File: config.mk
export PLATFORM = sky130hd
export DESIGN_NAME = dctq_frame_ctrl
export DESIGN_NICKNAME = d
export VERILOG_FILES = /design/src/rtl/dctq_pkg.sv /design/src/rtl/dctq_coef_reg.sv /design/src/rtl/dctq_frame_ctrl.sv
export SDC_FILE = /design/constraint.sdc
export NUM_CORES = 1
export LEC_CHECK = 0
export CAP_MARGIN = 0
export CORE_MARGIN = 3
export CORE_UTILIZATION = 39
export CTS_BUF_LIST = sky130_fd_sc_hd__clkbuf_16
export CTS_CLUSTER_DIAMETER = 50
export CTS_CLUSTER_SIZE = 25
export DETAILED_ROUTE_END_ITERATION = 16
export HOLD_SLACK_MARGIN = 0.1
export PLACE_DENSITY_LB_ADDON = 0.15
export SETUP_SLACK_MARGIN = 0.1
export SLEW_MARGIN = 20
export SYNTH_ARGS = -nofsm -noshare
export SYNTH_HDL_FRONTEND = slang
export SYNTH_SLANG_ARGS = --single-unit
File: constraint.sdc
create_clock -name clk -period 3.8 [get_ports clk]
set_clock_uncertainty 0.1 [all_clocks]
set_input_delay 0.76 -clock clk [delete_from_list [all_inputs] [get_ports clk]]
set_output_delay 0.76 -clock clk [all_outputs]
set_load 0.02 [all_outputs]
File: src/rtl/dctq_pkg.sv
// Shared types and default geometry for the dctq frame sequencer.
package dctq_pkg;

  typedef enum logic [2:0] {
    IDLE,
    LOAD,
    WAIT_RDY,
    START,
    DRAIN,
    DONE
  } fsm_state_t;

  localparam int unsigned DEF_ROW_W    = 64;
  localparam int unsigned DEF_ROWS     = 8;
  localparam int unsigned DEF_COEF_W   = 9;
  localparam int unsigned DEF_COEFS    = 64;
  localparam int unsigned DEF_NUM_BLKS = 1024;

endpackage

File: src/rtl/dctq_coef_reg.sv
// Registers the dctq coefficient stream, flags end-of-block and counts
// completed blocks for the current frame.
module dctq_coef_reg
  import dctq_pkg::*;
#(
  parameter int unsigned COEF_W   = DEF_COEF_W,
  parameter int unsigned COEFS    = DEF_COEFS,
  parameter int unsigned NUM_BLKS = DEF_NUM_BLKS,
  localparam int unsigned AD_W    = $clog2(COEFS),
  localparam int unsigned BC_W    = $clog2(NUM_BLKS + 1)
) (
  input  logic              clk,
  input  logic              reset,
  input  logic              clr,
  input  logic [COEF_W-1:0] dctq,
  input  logic              dctq_valid,
  input  logic [AD_W-1:0]   addr,
  output logic [COEF_W-1:0] coef_out,
  output logic              coef_valid,
  output logic              coef_last,
  output logic [BC_W-1:0]   blk_done
);

  logic [COEF_W-1:0] coef_out_q, coef_out_d;
  logic              coef_valid_q, coef_valid_d;
  logic              coef_last_q, coef_last_d;
  logic [BC_W-1:0]   blk_done_q, blk_done_d;
  logic              frame_over;
  logic              take;
  logic              eob;

  // Once the frame's last block has been emitted, trailing coefficients are dropped;
  // this gating is also what keeps blk_done saturated at NUM_BLKS.
  assign frame_over = (blk_done_q == BC_W'(NUM_BLKS));
  assign take       = dctq_valid & ~frame_over;
  assign eob        = take & (addr == AD_W'(COEFS - 1));

  always_comb begin
    coef_out_d   = coef_out_q;
    coef_valid_d = take;
    coef_last_d  = eob;
    blk_done_d   = blk_done_q;
    if (take) begin
      coef_out_d = dctq;
    end
    if (clr) begin
      blk_done_d = '0;
    end else if (eob) begin
      blk_done_d = blk_done_q + BC_W'(1);
    end
  end

  always_ff @(posedge clk or posedge reset) begin
    if (reset) begin
      coef_out_q   <= '0;
      coef_valid_q <= 1'b0;
      coef_last_q  <= 1'b0;
      blk_done_q   <= '0;
    end else begin
      coef_out_q   <= coef_out_d;
      coef_valid_q <= coef_valid_d;
      coef_last_q  <= coef_last_d;
      blk_done_q   <= blk_done_d;
    end
  end

  assign coef_out   = coef_out_q;
  assign coef_valid = coef_valid_q;
  assign coef_last  = coef_last_q;
  assign blk_done   = blk_done_q;

endmodule

File: src/rtl/dctq_frame_ctrl.sv
// Frame sequencer around the dctq core: loads 8-row blocks, pulses start,
// registers coefficients back out and signals frame completion.
module dctq_frame_ctrl
  import dctq_pkg::*;
#(
  parameter int unsigned ROW_W    = DEF_ROW_W,
  parameter int unsigned ROWS     = DEF_ROWS,
  parameter int unsigned COEF_W   = DEF_COEF_W,
  parameter int unsigned COEFS    = DEF_COEFS,
  parameter int unsigned NUM_BLKS = DEF_NUM_BLKS,
  localparam int unsigned WA_W    = $clog2(ROWS),
  localparam int unsigned AD_W    = $clog2(COEFS),
  localparam int unsigned BC_W    = $clog2(NUM_BLKS + 1)
) (
  input  logic               clk,
  input  logic               reset,
  input  logic               frame_start,
  input  logic [ROW_W-1:0]   row_data,
  input  logic               row_valid,
  output logic               row_ready,
  output logic [ROW_W-1:0]   di,
  output logic [WA_W-1:0]    wa,
  output logic               din_valid,
  output logic [ROW_W/8-1:0] be,
  output logic               start,
  input  logic               dq_ready,
  output logic               hold,
  input  logic [COEF_W-1:0]  dctq,
  input  logic               dctq_valid,
  input  logic [AD_W-1:0]    addr,
  input  logic               coef_ready,
  output logic [COEF_W-1:0]  coef_out,
  output logic               coef_valid,
  output logic               coef_last,
  output logic [BC_W-1:0]    blk_done,
  output logic               frame_busy,
  output logic               frame_done
);

  fsm_state_t       state_q, state_d;
  logic [WA_W-1:0]  row_cnt_q, row_cnt_d;
  logic [BC_W-1:0]  blk_loaded_q, blk_loaded_d;
  logic             row_ready_q, row_ready_d;
  logic [ROW_W-1:0] di_q, di_d;
  logic [WA_W-1:0]  wa_q, wa_d;
  logic             din_valid_q, din_valid_d;
  logic             start_q, start_d;
  logic             frame_busy_q, frame_busy_d;
  logic             frame_done_q, frame_done_d;
  logic             row_acc;
  logic             fs_acc;

  assign row_acc = row_valid & row_ready_q;
  assign fs_acc  = frame_start & (state_q == IDLE);

  always_comb begin
    state_d      = state_q;
    row_cnt_d    = row_cnt_q;
    blk_loaded_d = blk_loaded_q;
    di_d         = di_q;
    wa_d         = wa_q;
    din_valid_d  = row_acc;
    if (row_acc) begin
      di_d = row_data;
      wa_d = row_cnt_q;
    end
    case (state_q)
      IDLE: begin
        if (frame_start) begin
          state_d      = LOAD;
          row_cnt_d    = '0;
          blk_loaded_d = '0;
        end
      end
      LOAD: begin
        if (row_acc) begin
          if (row_cnt_q == WA_W'(ROWS - 1)) begin
            row_cnt_d = '0;
            state_d   = WAIT_RDY;
          end else begin
            row_cnt_d = row_cnt_q + WA_W'(1);
          end
        end
      end
      WAIT_RDY: begin
        if (dq_ready) begin
          state_d = START;
        end
      end
      START: begin
        blk_loaded_d = blk_loaded_q + BC_W'(1);
        state_d      = (blk_loaded_d == BC_W'(NUM_BLKS)) ? DRAIN : LOAD;
      end
      DRAIN: begin
        if (blk_done == BC_W'(NUM_BLKS)) begin
          state_d = DONE;
        end
      end
      DONE: begin
        state_d = IDLE;
      end
      default: begin
        state_d = IDLE;
      end
    endcase
    // Outputs are decoded from the next state so they are registered yet aligned with it.
    row_ready_d  = (state_d == LOAD);
    start_d      = (state_d == START);
    frame_busy_d = (state_d != IDLE);
    frame_done_d = (state_d == DONE);
  end

  always_ff @(posedge clk or posedge reset) begin
    if (reset) begin
      state_q      <= IDLE;
      row_cnt_q    <= '0;
      blk_loaded_q <= '0;
      row_ready_q  <= 1'b0;
      di_q         <= '0;
      wa_q         <= '0;
      din_valid_q  <= 1'b0;
      start_q      <= 1'b0;
      frame_busy_q <= 1'b0;
      frame_done_q <= 1'b0;
    end else begin
      state_q      <= state_d;
      row_cnt_q    <= row_cnt_d;
      blk_loaded_q <= blk_loaded_d;
      row_ready_q  <= row_ready_d;
      di_q         <= di_d;
      wa_q         <= wa_d;
      din_valid_q  <= din_valid_d;
      start_q      <= start_d;
      frame_busy_q <= frame_busy_d;
      frame_done_q <= frame_done_d;
    end
  end

  dctq_coef_reg #(
    .COEF_W   (COEF_W),
    .COEFS    (COEFS),
    .NUM_BLKS (NUM_BLKS)
  ) u_coef_reg (
    .clk        (clk),
    .reset      (reset),
    .clr        (fs_acc),
    .dctq       (dctq),
    .dctq_valid (dctq_valid),
    .addr       (addr),
    .coef_out   (coef_out),
    .coef_valid (coef_valid),
    .coef_last  (coef_last),
    .blk_done   (blk_done)
  );

  assign row_ready  = row_ready_q;
  assign di         = di_q;
  assign wa         = wa_q;
  assign din_valid  = din_valid_q;
  assign be         = '0;
  assign start      = start_q;
  assign hold       = ~coef_ready;
  assign frame_busy = frame_busy_q;
  assign frame_done = frame_done_q;

endmodule

==> flow_summary.toml <==
[sta]
slew_headroom_pct = 53.3
min_period_ps = 2650
worstMarginPinSlew_ps = 697
setup_violations = 0
rsz0062_at_grt = "false"
maxSlewViolCount = 0
setup_tns_ps = 0
fin_crit_sh_pct = 69.6
hold_viol = 0
max_freq_mhz = 378

[routing]
drtAntennaViolNets = 0
drt-total-wl_um = 11400
drcViolationCount = 0
drt_iter0_drc = 204
vias = 3502
wl_per_cell_um = 16.3
avgViaCountPerCell = 4.99
first_pass_iters = 4

[power]
powerDensity_nw_per_um2 = 636
p_leak_uw = 0.00291
peakVddDrop_v = 0.000301

[clock_network]
cts_hold_buf = 0
clkLatencyLatePin_ps = 340
cts_buffers = 9
clk_pin_slew_ps = 70
cts_tree = "done"
cts_resized = 0
cts-root-buf = "clkbuf_16"
ctsHtreeMaxLevel = 3
clockBufferDepth = 2
cts_sinks = 111
post_cts_buffers = 0

[job]
drv_cap = 0

[setup_path]
cp.required_ps = 2940
worst-r2r-setup-slack_ps = 1570
r2r_cells = 8
crit_start = "coef_ready"
crit_fanout = 1
reg2reg_from = "u_coef_reg.blk_done[0]$_DFFE_PP0P_"
cp-start-kind = "input pin"
cp-end-kind = "primary output"
r2r_end = "u_coef_reg.blk_done[4]$_DFFE_PP0P_"
crit_path_end = "hold"
path_class = "in -> out"
arrival_ps = 1790

[yosys]
synth_edf_count = 0
yosysWarnings = 0
synth_cells = 376
ys_seq_area_share_pct = 58.3
syn_area_um2 = 4760
synthDistinctLibCells = 47
synthArstFlopShare_pct = 100
synth_ff_type = "dfrtp_1"
ys_seq_elements = 111
syn_area_per_cell_um2 = 12.7

[placed_design]
io_buffers = 180
dp_hpwl_um = 8340
gp_congestion = 0.810
place_inst = 686

[finish]
drive_gt1_share_pct = 19.1
instances_no_fill = 702
nFillCells = 980
diodes = 0
syn2layout_area_growth_pct = 46.0
final_nets = 645

[worst_hold_path]
hold_path.class = "reg -> reg"
hp-start = "di[24]$_DFFE_PP0P_"

[status]
outcome = "finished clean"

[global_routing]
track_usage_pct = 17.0
grt_pass1_wl_um = 18000
overflow = 0
grt_antenna_before_repair = 0
grt_pass1_vias = 3490
grt_max_degree = 85

[floorplan]
row_count = 39
start_util_pct = 40.8
dieArea_um2 = 13600
coreArea_um2 = 11700
fp.dieW_um = 117
ioPinCount = 189
die_h_um = 117
-- kinds of logic after synthesis --
family          after synthesis  synth area share, %
xor+xnor                     12                 2.21
other cells                   1               0.0787
mux                          78                 18.4
compound gates               40                 4.96
fa+ha+maj                     5                 1.31
buf+inv                      35                 3.86
flops                       111                 58.3
simple gates                 94                 10.8
-- cell usage in the layout, fill, tap and decap left out, types with 2 or more instances in the layout --
cell type,netlist,routed
clkdlybuf4s50_1,0,180
dfrtp_1,111,111
mux2_2,77,77
nor2_1,25,25
o21ai_0,24,24
nand2_1,23,23
nand4_1,10,10
inv_1,11,10
clkbuf_16,0,9
conb_1,1,8
nand3_1,6,6
xor2_1,6,6
xnor2_1,6,6
ha_1,5,5
and2_1,4,4
a21oi_1,4,4
and3_1,3,3
nor3b_1,2,2
nand3b_1,2,2
nor3_1,2,2
nor4bb_1,2,2
a31o_2,2,2
inv_2,1,2
o211ai_1,2,2
or4_1,2,2
and4_1,2,2
nor3_2,2,2
a31oi_1,2,2
clkinvlp_4,0,2
inv_6,0,2
clkinv_2,0,2
buf_12,0,2
-- layout make-up --
cell class              instances  area (um2)  area share, %
well taps                     143         179           2.57
clock inverters                 7        47.5          0.684
flip-flops and latches        111        2780           39.9
clock buffers                   9         225           3.24
inverters                      12        48.8          0.702
multi-input cells             237        1830           26.3
repair buffers                183        1850           26.6
-- metrics by stage --
| stage | hold slack [ps] | area, um2 | total power [uW] | setup slack (ps) | util (%) |
|---|---|---|---|---|---|
| finish | 406 | 6960 | 4420 | 1150 | 59.6 |
| global route | 421 | 6960 | 4680 | 1110 | 59.6 |
| CTS | 411 | 6960 | 4480 | 1150 | 59.6 |
| detailed placement | 395 | 6680 | 3590 | 1120 | 57.3 |
| global placement | 389 | 6680 | 3550 | 1130 | 57.3 |
| floorplan | 378 | 4790 | 2740 | 1600 | - |
-- layer usage --
metal / vias to the layer above / GRT usage, % / share of wire [%]
li1: 1659 / - / -
met1: 1720 / 21.7 / 43
met5: - / 0 / 0
met3: 14 / 4.04 / 5.8
met4: 0 / 5.65 / 1.8
met2: 109 / 28.6 / 49
-- critical path, stage by stage --
cell             delay [ps]
clkdlybuf4s50_1         390
inv_1                    50
clkdlybuf4s50_1         590
-- Yosys cell counts, drive strengths merged, types with 4 or more instances --
cell      n  area, um2
o21ai    24        120
nand4    10       62.6
and2      4       25.0
nor3      4       30.0
and3      4       26.3
clkbuf   10       47.5
xnor2     6       52.6
nand3     7       47.6
nand2    23       86.3
mux2     77        867
inv      12       45.0
a21oi     4       20.0
nor2     25       93.8
dfrtp   111       2780
ha        5       62.6
xor2      6       52.6
buf      13       91.3
-- power breakdown --
| group | switching (uW) | internal, uW | leakage, uW |
|---|---|---|---|
| Combinational | 832 | 929 | 0.00143 |
| Sequential | 248 | 1540 | 0.00134 |
| Clock | 431 | 447 | 0.000137 |
-- flip-flops by register name (all words and copies together) (netlist names), 3 cells and up --
| signal | flops |
|---|---|
| wa | 3 |
| blk_loaded_q | 11 |
| row_cnt_q | 3 |
| u_coef_reg.blk_done | 11 |
| u_coef_reg.coef_out | 9 |
| di | 64 |
| state_q | 3 |
-- how the worst min path moves through the flow --
stage	end	slack, ps	cells past startpoint
3_5_place_dp	u_coef_reg.coef_out[1]$_DFFE_PP0P_	390	1
6_report	di[24]$_DFFE_PP0P_	410	1
5_1_grt	di[18]$_DFFE_PP0P_	420	1
3_3_place_gp	di[34]$_DFFE_PP0P_	390	1
2_1_floorplan	blk_loaded_q[6]$_DFFE_PP0P_	380	1
4_1_cts	di[17]$_DFFE_PP0P_	410	1
(Power assumes the default switching activity.)
